File: src/rtl/geig_multi_data_handling.sv
// geig_multi_data_handling: N-channel Geiger pulse counter. Each window edge packs the
// timestamp and all channel counts into one record, held in a first-word-fall-through FIFO.
module geig_multi_data_handling #(
  parameter int unsigned N_CH       = 2,
  parameter int unsigned TS_WIDTH   = 24,
  parameter int unsigned CNT_WIDTH  = 16,
  parameter int unsigned FIFO_DEPTH = 8,
  parameter int unsigned MODE       = 0
) (
  input  logic                                CLK_1KHZ,
  input  logic                                NSYSRESET,
  input  logic                                CLK_10HZ,
  input  logic [TS_WIDTH-1:0]                 TIMESTAMP,
  input  logic [N_CH-1:0]                     GSTREAM,
  input  logic                                RD_EN,
  output logic [TS_WIDTH+N_CH*CNT_WIDTH-1:0]  G_DATA_STACK,
  output logic                                DATA_VALID,
  output logic [$clog2(FIFO_DEPTH):0]         FIFO_COUNT,
  output logic                                OVERFLOW
);

  localparam int unsigned AW = $clog2(FIFO_DEPTH);
  localparam int unsigned RW = TS_WIDTH + N_CH * CNT_WIDTH;
  localparam logic [CNT_WIDTH-1:0] CntMax = '1;
  localparam logic [AW:0] CountFull = (AW + 1)'(FIFO_DEPTH);

  logic [N_CH-1:0] gs_sync1_q, gs_sync2_q, gs_prev_q, gs_edge;
  logic            win_sync1_q, win_sync2_q, win_prev_q, win_edge;

  logic [CNT_WIDTH-1:0] cnt_q [N_CH];
  logic [CNT_WIDTH-1:0] cnt_d [N_CH];
  logic [RW-1:0]        rec;

  logic [RW-1:0] mem_q [FIFO_DEPTH];
  logic [AW-1:0] wr_ptr_q, rd_ptr_q;
  logic [AW:0]   count_q, count_d;
  logic          ovf_q;
  logic          empty, full, pop, wr_en;

  // Two-flop synchronisers plus a previous-value stage for rising-edge detection.
  always_ff @(posedge CLK_1KHZ or negedge NSYSRESET) begin
    if (!NSYSRESET) begin
      gs_sync1_q  <= '0;
      gs_sync2_q  <= '0;
      gs_prev_q   <= '0;
      win_sync1_q <= 1'b0;
      win_sync2_q <= 1'b0;
      win_prev_q  <= 1'b0;
    end else begin
      gs_sync1_q  <= GSTREAM;
      gs_sync2_q  <= gs_sync1_q;
      gs_prev_q   <= gs_sync2_q;
      win_sync1_q <= CLK_10HZ;
      win_sync2_q <= win_sync1_q;
      win_prev_q  <= win_sync2_q;
    end
  end

  assign gs_edge  = gs_sync2_q & ~gs_prev_q;
  assign win_edge = win_sync2_q & ~win_prev_q;

  // Counter next state: a coincident pulse always lands in the new window.
  always_comb begin
    for (int i = 0; i < int'(N_CH); i++) begin
      cnt_d[i] = cnt_q[i];
      if (win_edge && MODE == 0) begin
        cnt_d[i] = CNT_WIDTH'(gs_edge[i]);
      end else if (gs_edge[i] && cnt_q[i] != CntMax) begin
        cnt_d[i] = cnt_q[i] + 1'b1;
      end
    end
  end

  // Counter registers.
  always_ff @(posedge CLK_1KHZ or negedge NSYSRESET) begin
    if (!NSYSRESET) begin
      for (int i = 0; i < int'(N_CH); i++) cnt_q[i] <= '0;
    end else begin
      for (int i = 0; i < int'(N_CH); i++) cnt_q[i] <= cnt_d[i];
    end
  end

  // Record built from pre-update counter values.
  always_comb begin
    rec = '0;
    rec[RW-1 -: TS_WIDTH] = TIMESTAMP;
    for (int i = 0; i < int'(N_CH); i++) rec[i*CNT_WIDTH +: CNT_WIDTH] = cnt_q[i];
  end

  assign empty = (count_q == '0);
  assign full  = (count_q == CountFull);
  assign pop   = RD_EN & ~empty;
  // When full, a same-cycle pop frees the head slot, which is the slot being written.
  assign wr_en = win_edge & (~full | pop);

  // FIFO storage; contents are only visible through the empty-gated head output.
  always_ff @(posedge CLK_1KHZ) begin
    if (wr_en) mem_q[wr_ptr_q] <= rec;
  end

  // Occupancy next state.
  always_comb begin
    count_d = count_q;
    case ({wr_en, pop})
      2'b10:   count_d = count_q + 1'b1;
      2'b01:   count_d = count_q - 1'b1;
      default: count_d = count_q;
    endcase
  end

  // FIFO pointers, occupancy and sticky overflow.
  always_ff @(posedge CLK_1KHZ or negedge NSYSRESET) begin
    if (!NSYSRESET) begin
      wr_ptr_q <= '0;
      rd_ptr_q <= '0;
      count_q  <= '0;
      ovf_q    <= 1'b0;
    end else begin
      if (wr_en) wr_ptr_q <= wr_ptr_q + 1'b1;
      if (pop)   rd_ptr_q <= rd_ptr_q + 1'b1;
      count_q <= count_d;
      if (win_edge && full && !pop) ovf_q <= 1'b1;
    end
  end

  // First-word-fall-through outputs.
  always_comb begin
    G_DATA_STACK = empty ? '0 : mem_q[rd_ptr_q];
    DATA_VALID   = ~empty;
    FIFO_COUNT   = count_q;
    OVERFLOW     = ovf_q;
  end

endmodule

File: config.mk
export PLATFORM = sky130hd
export DESIGN_NAME = geig_multi_data_handling
export DESIGN_NICKNAME = d
export VERILOG_FILES = /design/src/rtl/geig_multi_data_handling.sv
export SDC_FILE = /design/constraint.sdc
export NUM_CORES = 1
export LEC_CHECK = 0
export CAP_MARGIN = 40
export CELL_PAD_IN_SITES_DETAIL_PLACEMENT = 0
export CELL_PAD_IN_SITES_GLOBAL_PLACEMENT = 1
export CORE_MARGIN = 2
export CORE_UTILIZATION = 53
export DETAILED_ROUTE_END_ITERATION = 6
export PLACE_DENSITY = 0.91
export SLEW_MARGIN = 20
export SYNTH_ARGS = -nofsm -noshare
export SYNTH_HDL_FRONTEND = slang
export SYNTH_SLANG_ARGS = --single-unit
File: constraint.sdc
create_clock -name CLK_1KHZ -period 5.97 [get_ports CLK_1KHZ]
set_input_delay 0.8955 -clock CLK_1KHZ [delete_from_list [all_inputs] [get_ports CLK_1KHZ]]
set_output_delay 0.8955 -clock CLK_1KHZ [all_outputs]
set_load 0.02 [all_outputs]
==> qor.csv <==
metric,value,unit
grt_usage,20.8,%
cts_buffers,48,
worstSetupPathType,flop to primary output,
hold_viol,0,
synth_top_family_by_area,multiplexers,
synthAdderAreaFrac,0.318,%
clock_sinks,500,
synth-seq-cells,500,
start_kind,flop,
start_util,53.8,%
ys_seq_area_share,75.0,%
drtPass1Iterations,5,
yosys.area_share.simple,4.83,%
holdWs,0.350,ns
comb_power_share,31.8,%
netSwitchingPower,3.35,mW
syn_area,19700,um2
place_ws,1.96,ns
htreeDepth,2,
dp_cells,1529,
via_per_inst,6.09,
fp.dieW,197,um
fmax,228,MHz
drv_cap,0,
setup-tns-final,0,ns
relSlewSlack,45.1,%
crit_family,buffers and inverters,
netSwitchingFraction,30.1,%
route.met3.wl,2.21,mm
drc_errors,0,
leakagePower,7.72,nW
setup_violations,0,
post-route-util,62.7,%
die-area,38700,um2
tritoncts,done,
finalWirelength,39.2,mm
grt_max_degree,71,
placed_area,21300,um2
finClkSkew,0.0182,ns
ys_dominant_reg_cell,edfxtp_1,
critPathCaptureType,primary output,
io_buffers,91,
crit_arrival,3.49,ns
syn_area_per_cell,19.8,um2
post-cts-setup-buffer-count,0,
drive_above_1_share,20.3,%
top_layer_used,met4,
grt_pass1_vias,10300,
cts.clk_slew.worst_paths,0.06,ns
chipHeight,197,um
vias,9846,
wl_met2,19.7,mm
place.gp.congestion,0.816,
status,completed,
synthMuxAreaShare,16.6,%
drv_slew,0,
setup_slack,1.58,ns
area_delta_synth_final,16.7,%
synth-edff-count,448,
crit_fanout,70,
powerDensity,484,nW/um2
tightest_slew,0.823,ns
synthCells,995,
syn-num-nets,1030,
holdBufCountCts,0,
critPathRequiredTime,5.07,ns
period_minus_slack,4.39,ns
drtIter0Drc,893,
max-vdd-ir-drop,0.422,mV
synth-compound-area-share,1.84,%
synth_xor_area_share,0.267,%
cts-resized-gates,0,
clock-root-buffer,clkbuf_16,
nFillCells,2442,
postLayoutCellArea,23000,um2
crit_buf_inv,2,
cpMaxStageDelayCell,dfrtp_4,
row_count,70,
antenna_found_initial,0,
grt_pass1_wl,60.6,mm
p_total,11.1,mW
seqPwrFrac,39.8,%
pwr-share-clk,28.4,%
drtAntennaViolNets,0,
clkLatencyLatePin,0.56,ns
synthArstFlopShare,10.4,%
fin_crit_sh,73.5,%
wl_per_cell,24.2,um
synth_cell_type_count,45,
dpl.hpwl,21.4,mm
yosysWarnings,0,
wl_met1,16.4,mm
io_pins,92,
final_net_count,1148,
worstHoldPathType,flop to flop,
overflow,0,
cts_buffer_depth,3,
rsz0062_at_grt,false,
path_cells,"buf_12, mux4_2, mux2i_1, nor2_1, clkdlybuf4s50_1",
internal_power,7.77,mW
max_stage_delay,0.78,ns
diodes,0,
fin_cells,1618,
core_area,36600,um2
[layout by cell type (no fill, tap or decap), types with 5 or more instances in the layout]
| master | count |
|---|---|
| buf_4 | 19 |
| nor3_1 | 8 |
| clkdlybuf4s50_1 | 90 |
| a21oi_1 | 19 |
| ha_1 | 5 |
| or3_1 | 9 |
| nand3_1 | 11 |
| nor2_4 | 6 |
| clkbuf_16 | 49 |
| bufinv_16 | 9 |
| mux4_2 | 112 |
| clkbuf_1 | 7 |
| nor2_1 | 64 |
| clkinv_2 | 7 |
| nand4_1 | 10 |
| nand2_1 | 34 |
| o211ai_1 | 6 |
| o31ai_1 | 5 |
| nand2b_1 | 15 |
| edfxtp_1 | 448 |
| a211oi_1 | 5 |
| clkinv_1 | 9 |
| dfrtp_1 | 49 |
| o21ai_0 | 12 |
| mux2i_1 | 70 |
[Yosys cell counts, drive strengths merged, types with 2 or more instances]
cell type / instances / area, um2
a211oi: 5 / 37.5
a21oi: 19 / 95.1
a31oi: 3 / 18.8
a41o: 2 / 20.0
and3: 3 / 18.8
and4: 4 / 35.0
and4b: 2 / 20.0
buf: 28 / 144
clkbuf: 21 / 78.8
dfrtp: 52 / 1300
edfxtp: 448 / 13500
ha: 5 / 62.6
inv: 3 / 11.3
mux2: 4 / 45.0
mux2i: 70 / 701
mux4: 112 / 2520
nand2: 34 / 128
nand2b: 15 / 93.8
nand3: 12 / 65.1
nand4: 11 / 75.1
nor2: 70 / 263
nor2b: 4 / 25.0
nor3: 10 / 50.1
nor4: 7 / 65.1
o211ai: 6 / 45.0
o21ai: 13 / 65.1
o31ai: 5 / 37.5
or2: 2 / 12.5
or3: 9 / 56.3
or4: 4 / 30.0
xnor2: 4 / 35.0
xor2: 2 / 17.5
[cell type report]
class                      instances  area (um2)  share of cell area, %
timing repair buffer             117        1190                   5.20
sequential                       500       14800                   64.3
clock buffer                      57        1270                   5.51
clock inverter                    30         382                   1.66
multi-input combinational        443        4760                   20.7
inverter                           3        11.3                 0.0490
tap                              468         586                   2.55
[power groups by stage]
stage | registers [mW] | clock network, mW | logic, mW
detailed placement | 4.50 | 0 | 3.57
global route | 4.46 | 3.33 | 3.78
finish | 4.43 | 3.15 | 3.54
global placement | 4.48 | 0 | 3.53
floorplan | 4.28 | 0 | 2.40
CTS | 4.43 | 3.20 | 3.60
[metal layers]
metal  track usage [%]  vias up
li1                  -     4291
met1              29.0     5145
met2              35.1      344
met3              2.91       66
met4              5.79        0
met5                 0        -
[registers in the layout (all words and copies together) (netlist names)]
register / count
cnt_q: 32
FIFO_COUNT: 4
rd_ptr_q: 3
win_sync2_q: 1
gs_prev_q: 2
win_prev_q: 1
gs_sync2_q: 2
win_sync1_q: 1
mem_q: 448
wr_ptr_q: 3
OVERFLOW: 1
gs_sync1_q: 2
[final timing paths]
check                         startpoint                to  slack, ns  cells past startpoint
min reg2reg                gs_sync1_q[0]     gs_sync2_q[0]       0.35                      0
min in group asynchronous      NSYSRESET     FIFO_COUNT[2]       0.46                      2
max in group asynchronous      NSYSRESET       rd_ptr_q[2]       4.94                      2
min                        gs_sync1_q[0]     gs_sync2_q[0]       0.35                      0
max                          rd_ptr_q[0]  G_DATA_STACK[17]       1.58                      5
max reg2reg                   win_prev_q      mem_q[7][38]       2.72                      6
[kinds of logic (layout without fill, tap and decap cells)]
logic type               after synthesis  in the layout
AO/OA/AOI/OAI                         57             57
buffers and inverters                 52            207
multiplexers                         186            186
flip-flops                           500            500
AND/OR/NAND/NOR                      189            189
adder cells (fa/ha/maj)                5              5
XOR/XNOR                               6              6
Note: power is estimated with default switching activity, not from simulation.
